**src/rtl/alu_arb_pkg.sv**
```systemverilog
// Shared ALU-arbiter definitions: op encodings, FSM states, counter width.
// Latency: n/a (types and constants only).
// Backpressure: n/a.
package alu_arb_pkg;

  // ALU operation select encodings carried on req_sel.
  typedef enum logic [1:0] {
    OP_ADD = 2'b00,
    OP_SUB = 2'b01,
    OP_AND = 2'b10,
    OP_OR  = 2'b11
  } alu_op_e;

  // Arbiter FSM: grant in IDLE, one ALU cycle in EXEC, hold result in RESP.
  typedef enum logic [1:0] {
    ST_IDLE = 2'b00,
    ST_EXEC = 2'b01,
    ST_RESP = 2'b10
  } arb_state_e;

  // Width of the completed-response counter (wraps on overflow).
  localparam int OPCNT_W = 16;

endpackage

```
**src/rtl/alu8_core.sv**
```systemverilog
// Combinational ALU: ADD / SUB / AND / OR on two DW-bit operands.
// Latency: 0 cycles (pure combinational).
// Backpressure: none; the caller registers the outputs.
//
// Ports:
//   a, b    operands
//   sel     operation (alu_op_e encoding)
//   result  DW-bit result (ADD/SUB wrap modulo 2^DW)
//   carry   ADD carry-out, SUB borrow (a < b), 0 for logic ops
module alu8_core
  import alu_arb_pkg::*;
#(
  parameter int DW = 8
)(
  input  logic [DW-1:0] a,
  input  logic [DW-1:0] b,
  input  logic [1:0]    sel,
  output logic [DW-1:0] result,
  output logic          carry
);

  logic [DW:0] w_sum;
  logic [DW:0] w_diff;

  // One extra bit holds the carry-out for ADD and the borrow for SUB:
  // the top bit of a zero-extended difference is set exactly when a < b.
  assign w_sum  = {1'b0, a} + {1'b0, b};
  assign w_diff = {1'b0, a} - {1'b0, b};

  always_comb begin
    result = '0;
    carry  = 1'b0;
    unique case (sel)
      OP_ADD: begin
        result = w_sum[DW-1:0];
        carry  = w_sum[DW];
      end
      OP_SUB: begin
        result = w_diff[DW-1:0];
        carry  = w_diff[DW];
      end
      OP_AND: result = a & b;
      OP_OR:  result = a | b;
      default: begin
        result = '0;
        carry  = 1'b0;
      end
    endcase
  end

endmodule

```
**src/rtl/alu_req_arbiter.sv**
```systemverilog
// Round-robin arbiter sharing one ALU among NREQ requesters.
// Latency: grant cycle -> rsp_valid two cycles later; one issue per 3 cycles minimum.
// Backpressure: result held in RESP until rsp_ready; no grants issued meanwhile.
//
// Ports:
//   wb_clk_i, wb_rst_i           clock, synchronous active-high reset
//   req_valid/req_ready          per-requester handshake (ready is one-hot)
//   req_a, req_b, req_sel        packed per-requester operands and op select
//   rsp_valid/rsp_ready          result handshake
//   rsp_id, rsp_result, rsp_carry  owner index, ALU result, carry/borrow
//   busy                         FSM not in IDLE
//   op_count                     completed-response counter (wraps)
module alu_req_arbiter
  import alu_arb_pkg::*;
#(
  parameter  int NREQ = 4,
  parameter  int DW   = 8,
  localparam int IW   = (NREQ > 1) ? $clog2(NREQ) : 1
)(
  input  logic                 wb_clk_i,
  input  logic                 wb_rst_i,
  input  logic [NREQ-1:0]      req_valid,
  output logic [NREQ-1:0]      req_ready,
  input  logic [NREQ*DW-1:0]   req_a,
  input  logic [NREQ*DW-1:0]   req_b,
  input  logic [NREQ*2-1:0]    req_sel,
  output logic                 rsp_valid,
  input  logic                 rsp_ready,
  output logic [IW-1:0]        rsp_id,
  output logic [DW-1:0]        rsp_result,
  output logic                 rsp_carry,
  output logic                 busy,
  output logic [OPCNT_W-1:0]   op_count
);

  arb_state_e         r_state;
  logic [IW-1:0]      r_rr_ptr;
  logic [IW-1:0]      r_gnt_id;
  logic [DW-1:0]      r_a;
  logic [DW-1:0]      r_b;
  logic [1:0]         r_sel;
  logic [IW-1:0]      r_id;
  logic [DW-1:0]      r_result;
  logic               r_carry;
  logic [OPCNT_W-1:0] r_op_count;

  logic               w_any;
  logic [IW-1:0]      w_grant;
  logic [IW-1:0]      w_idx;
  logic [NREQ-1:0]    w_ready;
  logic               w_accept;
  logic [DW-1:0]      w_opa;
  logic [DW-1:0]      w_opb;
  logic [1:0]         w_opsel;
  logic [DW-1:0]      w_alu_res;
  logic               w_alu_carry;

  // Round-robin search: scan from r_rr_ptr upward (wrapping), first valid wins.
  always_comb begin
    w_any   = 1'b0;
    w_grant = '0;
    w_idx   = '0;
    for (int k = 0; k < NREQ; k++) begin
      w_idx = IW'((int'(r_rr_ptr) + k) % NREQ);
      if (!w_any && req_valid[w_idx]) begin
        w_any   = 1'b1;
        w_grant = w_idx;
      end
    end
  end

  // Operand mux for the granted lane plus the one-hot ready. Ready is
  // suppressed during reset so nothing is accepted on a reset edge.
  always_comb begin
    w_opa   = '0;
    w_opb   = '0;
    w_opsel = '0;
    w_ready = '0;
    for (int k = 0; k < NREQ; k++) begin
      if (w_grant == IW'(k)) begin
        w_opa   = req_a[k*DW +: DW];
        w_opb   = req_b[k*DW +: DW];
        w_opsel = req_sel[k*2 +: 2];
      end
    end
    if ((r_state == ST_IDLE) && w_any && !wb_rst_i) begin
      w_ready[w_grant] = 1'b1;
    end
  end

  assign w_accept = |(req_valid & w_ready);

  alu8_core #(.DW(DW)) u_alu (
    .a      (r_a),
    .b      (r_b),
    .sel    (r_sel),
    .result (w_alu_res),
    .carry  (w_alu_carry)
  );

  always_ff @(posedge wb_clk_i) begin
    if (wb_rst_i) begin
      r_state    <= ST_IDLE;
      r_rr_ptr   <= '0;
      r_gnt_id   <= '0;
      r_a        <= '0;
      r_b        <= '0;
      r_sel      <= '0;
      r_id       <= '0;
      r_result   <= '0;
      r_carry    <= 1'b0;
      r_op_count <= '0;
    end else begin
      unique case (r_state)
        ST_IDLE: begin
          if (w_accept) begin
            r_a      <= w_opa;
            r_b      <= w_opb;
            r_sel    <= w_opsel;
            r_gnt_id <= w_grant;
            r_rr_ptr <= (w_grant == IW'(NREQ - 1)) ? '0 : w_grant + 1'b1;
            r_state  <= ST_EXEC;
          end
        end
        ST_EXEC: begin
          r_result <= w_alu_res;
          r_carry  <= w_alu_carry;
          r_id     <= r_gnt_id;
          r_state  <= ST_RESP;
        end
        ST_RESP: begin
          if (rsp_ready) begin
            r_op_count <= r_op_count + 1'b1;
            r_state    <= ST_IDLE;
          end
        end
        default: r_state <= ST_IDLE;
      endcase
    end
  end

  // Status outputs are forced low while reset is asserted.
  assign req_ready  = w_ready;
  assign rsp_valid  = (r_state == ST_RESP) && !wb_rst_i;
  assign busy       = (r_state != ST_IDLE) && !wb_rst_i;
  assign rsp_id     = r_id;
  assign rsp_result = r_result;
  assign rsp_carry  = r_carry;
  assign op_count   = r_op_count;

endmodule

```
**config.mk**
```make
export PLATFORM = sky130hd
export DESIGN_NAME = alu_req_arbiter
export DESIGN_NICKNAME = d
export VERILOG_FILES = /design/src/rtl/alu_arb_pkg.sv /design/src/rtl/alu8_core.sv /design/src/rtl/alu_req_arbiter.sv
export SDC_FILE = /design/constraint.sdc
export NUM_CORES = 1
export LEC_CHECK = 0
export BUFFER_PORTS_ARGS = -buffer_cell sky130_fd_sc_hd__buf_2
export CAP_MARGIN = 10
export CORE_MARGIN = 2
export CORE_UTILIZATION = 45
export CTS_CLUSTER_DIAMETER = 100
export CTS_CLUSTER_SIZE = 8
export DETAILED_ROUTE_END_ITERATION = 6
export PLACE_DENSITY = 0.83
export SYNTH_ARGS = -nofsm -noshare
export SYNTH_HDL_FRONTEND = slang
export SYNTH_SLANG_ARGS = --single-unit
```
**constraint.sdc**
```tcl
create_clock -name wb_clk_i -period 2.9 [get_ports wb_clk_i]
set_input_delay 0.435 -clock wb_clk_i [delete_from_list [all_inputs] [get_ports wb_clk_i]]
set_output_delay 0.435 -clock wb_clk_i [all_outputs]
set_load 0.02 [all_outputs]
```
==> flow_metrics.py <==
metrics = {
    "clocking": {
        "cts_max_level": 2,
        "cts_sinks": 51,
        "cts_root_buf": "clkbuf_8",
        "cts_resized": 2,
        "cts.clk_slew.worst_paths_ns": 0.09,
        "cts_tree": "yes",
        "cts.path.max_buffers": 2,
        "tritoncts.num_buffers": 5,
        "hold_buffers": 0,
        "clk_latency_ns": 0.30,
        "postCtsSetupBuffers": 0,
    },
    "cells_and_area": {
        "layout-drive-gt1-share_pct": 24.8,
        "final_cells": 669,
        "fin_nets": 673,
        "diodes": 0,
        "fillers": 739,
        "syn_to_final_growth_pct": 19.7,
        "design_area_um2": 4480,
    },
    "placement": {
        "place_area_um2": 4350,
        "hpwl_um": 7260,
        "dp.cells": 661,
        "place.gp.congestion": 0.890,
        "port_buffers": 111,
        "dp_slack_ns": -0.149,
    },
    "sta": {
        "slew_violations": 0,
        "tightest_slew_ns": 0.806,
        "final.setup.worst_slack_ns": 0.245,
        "max_freq_mhz": 377,
        "relSlewSlack_pct": 46.2,
        "rsz0062_at_grt": "no",
        "fin_tns_setup_ns": 0,
        "setup_viol": 0,
        "finalCritPeriodShare_pct": 91.6,
        "finClkSkew_ns": 0.00417,
        "period_minus_slack_ns": 2.66,
        "hold_viol": 0,
    },
    "die": {
        "fp.coreArea_um2": 8130,
        "die_w_um": 95.2,
        "die_h_um": 95.2,
        "num_io_pins": 112,
        "dieArea_um2": 9060,
        "rows": 33,
        "start_util_pct": 46.0,
    },
    "logic_synthesis": {
        "synthesis.area_um2": 3740,
        "yosys.area.top_type": "dfxtp_1",
        "syn_inst": 471,
        "synth-seq-cells": 51,
        "ys.flop_type": "dfxtp_1",
        "syn-num-nets": 581,
        "ys_async_sr_fraction_pct": 0,
        "ys_types": 56,
        "synth_top_cell_area_share_pct": 27.3,
        "syn_avg_cell_area_um2": 7.94,
        "synthTopCellsByArea": "dfxtp_1 (27%), ha_1 (9.7%), a21oi_1 (5.4%), nor2_1 (5.2%), a211oi_1 (4.2%)",
        "ys_seq_area_share_pct": 27.3,
        "synth-edff-count": 0,
        "yosysWarnings": 0,
    },
    "setup_path": {
        "endpoint_kind": "primary output",
        "timing.rr.start": "r_rr_ptr[1]",
        "r2r_end": "r_a[5]",
        "critPathMaxFanout": 38,
        "rrSetupSlack_ns": 0.32,
        "crit_buf_inv": 3,
        "crit_type": "reg -> out",
        "startpoint_type": "flop",
        "worst-r2r-cell-count": 10,
        "crit_family": "buffers and inverters",
        "crit_chain": "mux2i_1 > nor2_1 > a311oi_2 > buf_4 > ha_1 > buf_8 > and2_1 > buf_2",
        "critical_path.max_stage_delay_ns": 0.40,
        "critPathSlowestCell": "dfxtp_2",
        "crit_arrival_ns": 2.22,
        "required_ns": 2.47,
    },
    "global_routing": {
        "grt_overflow_total": 0,
        "antenna_found_initial": 0,
        "grt_pass1_wl_um": 15700,
        "grt_util_all_layers_pct": 21.5,
        "grt_max_degree": 54,
        "grt_pass1_vias": 3331,
    },
    "min_path": {
        "holdCritPathClass": "in -> reg",
        "holdPathEnd": "r_state[1]",
        "holdPathStages": 3,
        "min-delay-start": "rsp_ready",
    },
    "run": {
        "cap_violations": 0,
    },
    "power_and_ir_drop": {
        "leakagePower_nw": 1.90,
        "ir_worst_vdd_v": 0.000203,
        "total_power_mw": 2.19,
        "power-per-cell-area_nw_per_um2": 490,
    },
    "detailed_routing": {
        "vias_per_cell": 5.46,
        "drt_wl_total_um": 9470,
        "dr_total_vias": 3654,
        "wl_per_cell_um": 14.2,
        "drt_iter0_drc": 178,
        "drt_pre_antenna_iters": 4,
        "ant_nets": 0,
        "drc": 0,
    },
    "run_status": {
        "status": "finished clean",
    },
}
## cells in the final DEF, fill, tap and decap left out, types with 3 or more instances in the layout
cell type / netlist / layout
a2111oi_0: 3 / 3
a211o_1: 3 / 3
a211oi_1: 21 / 21
a21oi_1: 40 / 40
a221oi_1: 17 / 17
a32o_1: 3 / 3
and2_1: 7 / 7
and3_1: 4 / 4
buf_2: 12 / 111
buf_4: 2 / 6
clkbuf_8: 0 / 7
dfxtp_1: 51 / 50
ha_1: 29 / 29
inv_1: 31 / 31
mux2i_1: 6 / 6
nand2_1: 19 / 19
nand2b_1: 7 / 7
nand3_1: 6 / 6
nand4_1: 3 / 3
nor2_1: 52 / 52
nor2b_1: 22 / 21
nor3_1: 26 / 26
nor3b_1: 3 / 3
nor4_2: 3 / 3
o21ai_0: 15 / 15
o21ai_1: 4 / 4
o21bai_1: 3 / 3
o31ai_1: 3 / 3
or3_1: 5 / 5
or3b_1: 3 / 3
xnor2_1: 9 / 9
xor2_1: 8 / 8
## worst max path at each step
stage                            start            to  slack (ns)  depth (start not counted)
final                      r_rr_ptr[1]  req_ready[3]        0.24                          8
after global routing       r_rr_ptr[1]  req_ready[3]        0.04                          8
after CTS                  r_rr_ptr[1]  req_ready[3]        0.05                          8
after detailed placement  req_valid[0]        r_a[3]       -0.15                         11
after global placement    req_valid[0]      r_sel[1]       -0.07                         11
after floorplan            r_rr_ptr[1]  req_ready[3]        0.32                          7
## layer usage
metal	vias to the layer above	track usage, %	wire, um
met5	-	0	0
met4	0	6.64	150
met1	1659	29.8	4370
li1	1873	-	-
met2	108	34.2	4420
met3	14	3.64	524
## power breakdown
part	leakage, nW	internal [mW]	total, mW	switching, mW
combinational	1.43	0.398	0.910	0.512
sequential	0.415	0.759	0.839	0.0805
clock	0.0505	0.217	0.444	0.227
## synthesized netlist by cell type, types with 2 or more instances
| cell | number |
|---|---|
| nand3_1 | 6 |
| nor3_1 | 26 |
| mux4_2 | 2 |
| o31ai_1 | 3 |
| ha_1 | 29 |
| a2111oi_0 | 3 |
| nor3b_1 | 3 |
| nor2_1 | 52 |
| a21oi_1 | 40 |
| a31oi_1 | 2 |
| and3_1 | 4 |
| buf_2 | 12 |
| a211o_1 | 3 |
| nor4_2 | 3 |
| o21ai_0 | 15 |
| nor2b_1 | 22 |
| nand2_1 | 19 |
| o22ai_1 | 2 |
| o21bai_1 | 3 |
| nand4_1 | 3 |
| xor2_1 | 8 |
| a221oi_1 | 17 |
| clkbuf_1 | 18 |
| o21ai_1 | 4 |
| xnor2_1 | 9 |
| a311oi_1 | 3 |
| and4_1 | 2 |
| a211oi_1 | 21 |
| buf_4 | 2 |
| or3b_1 | 3 |
| a22oi_1 | 2 |
| buf_1 | 2 |
| inv_1 | 31 |
| mux2i_1 | 6 |
| fa_1 | 2 |
| nand2b_1 | 7 |
| dfxtp_1 | 51 |
| and2_1 | 7 |
| a32o_1 | 3 |
| or3_1 | 5 |
## cell families after synthesis
kind of cell / Yosys count / share of synthesized area, %
adders and majority gates: 31 / 10.8
xor gates and xnor gates: 17 / 3.98
buffers and inverters: 65 / 7.12
muxes: 8 / 2.81
AOI/OAI and AO/OA: 131 / 23.8
and+or+nand+nor: 168 / 24.2
DFF: 51 / 27.3
## sequential cells by signal (all words and copies together) (netlist names)
signal,flops
r_state,2
r_a,8
r_sel,2
op_count,16
rsp_id,2
r_rr_ptr,2
r_gnt_id,2
r_b,8
rsp_carry,1
rsp_result,8
## metrics by stage
stage | util, % | hold WS (ns)
after global placement | 53.5 | 0.444
final | 55.1 | 0.414
after detailed placement | 53.5 | 0.447
after global routing | 55.1 | 0.415
after floorplan | - | 0.431
after CTS | 54.8 | 0.406
## worst reg2reg max path: stages (launching register included)
cell      delay [ns]
dfxtp_2         0.40
mux2i_1         0.21
nor2_1          0.07
a311oi_2        0.32
ha_1            0.24
buf_4           0.24
a22oi_1         0.16
a21boi_4        0.30
buf_12          0.22
nor2_1          0.07
a211oi_1        0.24
## cell type report
class,instances,area (um^2),share of cell area (%)
multi-input combinational,355,2470,55.1
inverter,31,116,2.60
timing repair buffer,119,636,14.2
tap,105,131,2.93
clock buffer,7,96.3,2.15
sequential,51,1020,22.8
clock inverter,1,7.51,0.168
(Power assumes the default switching activity.)
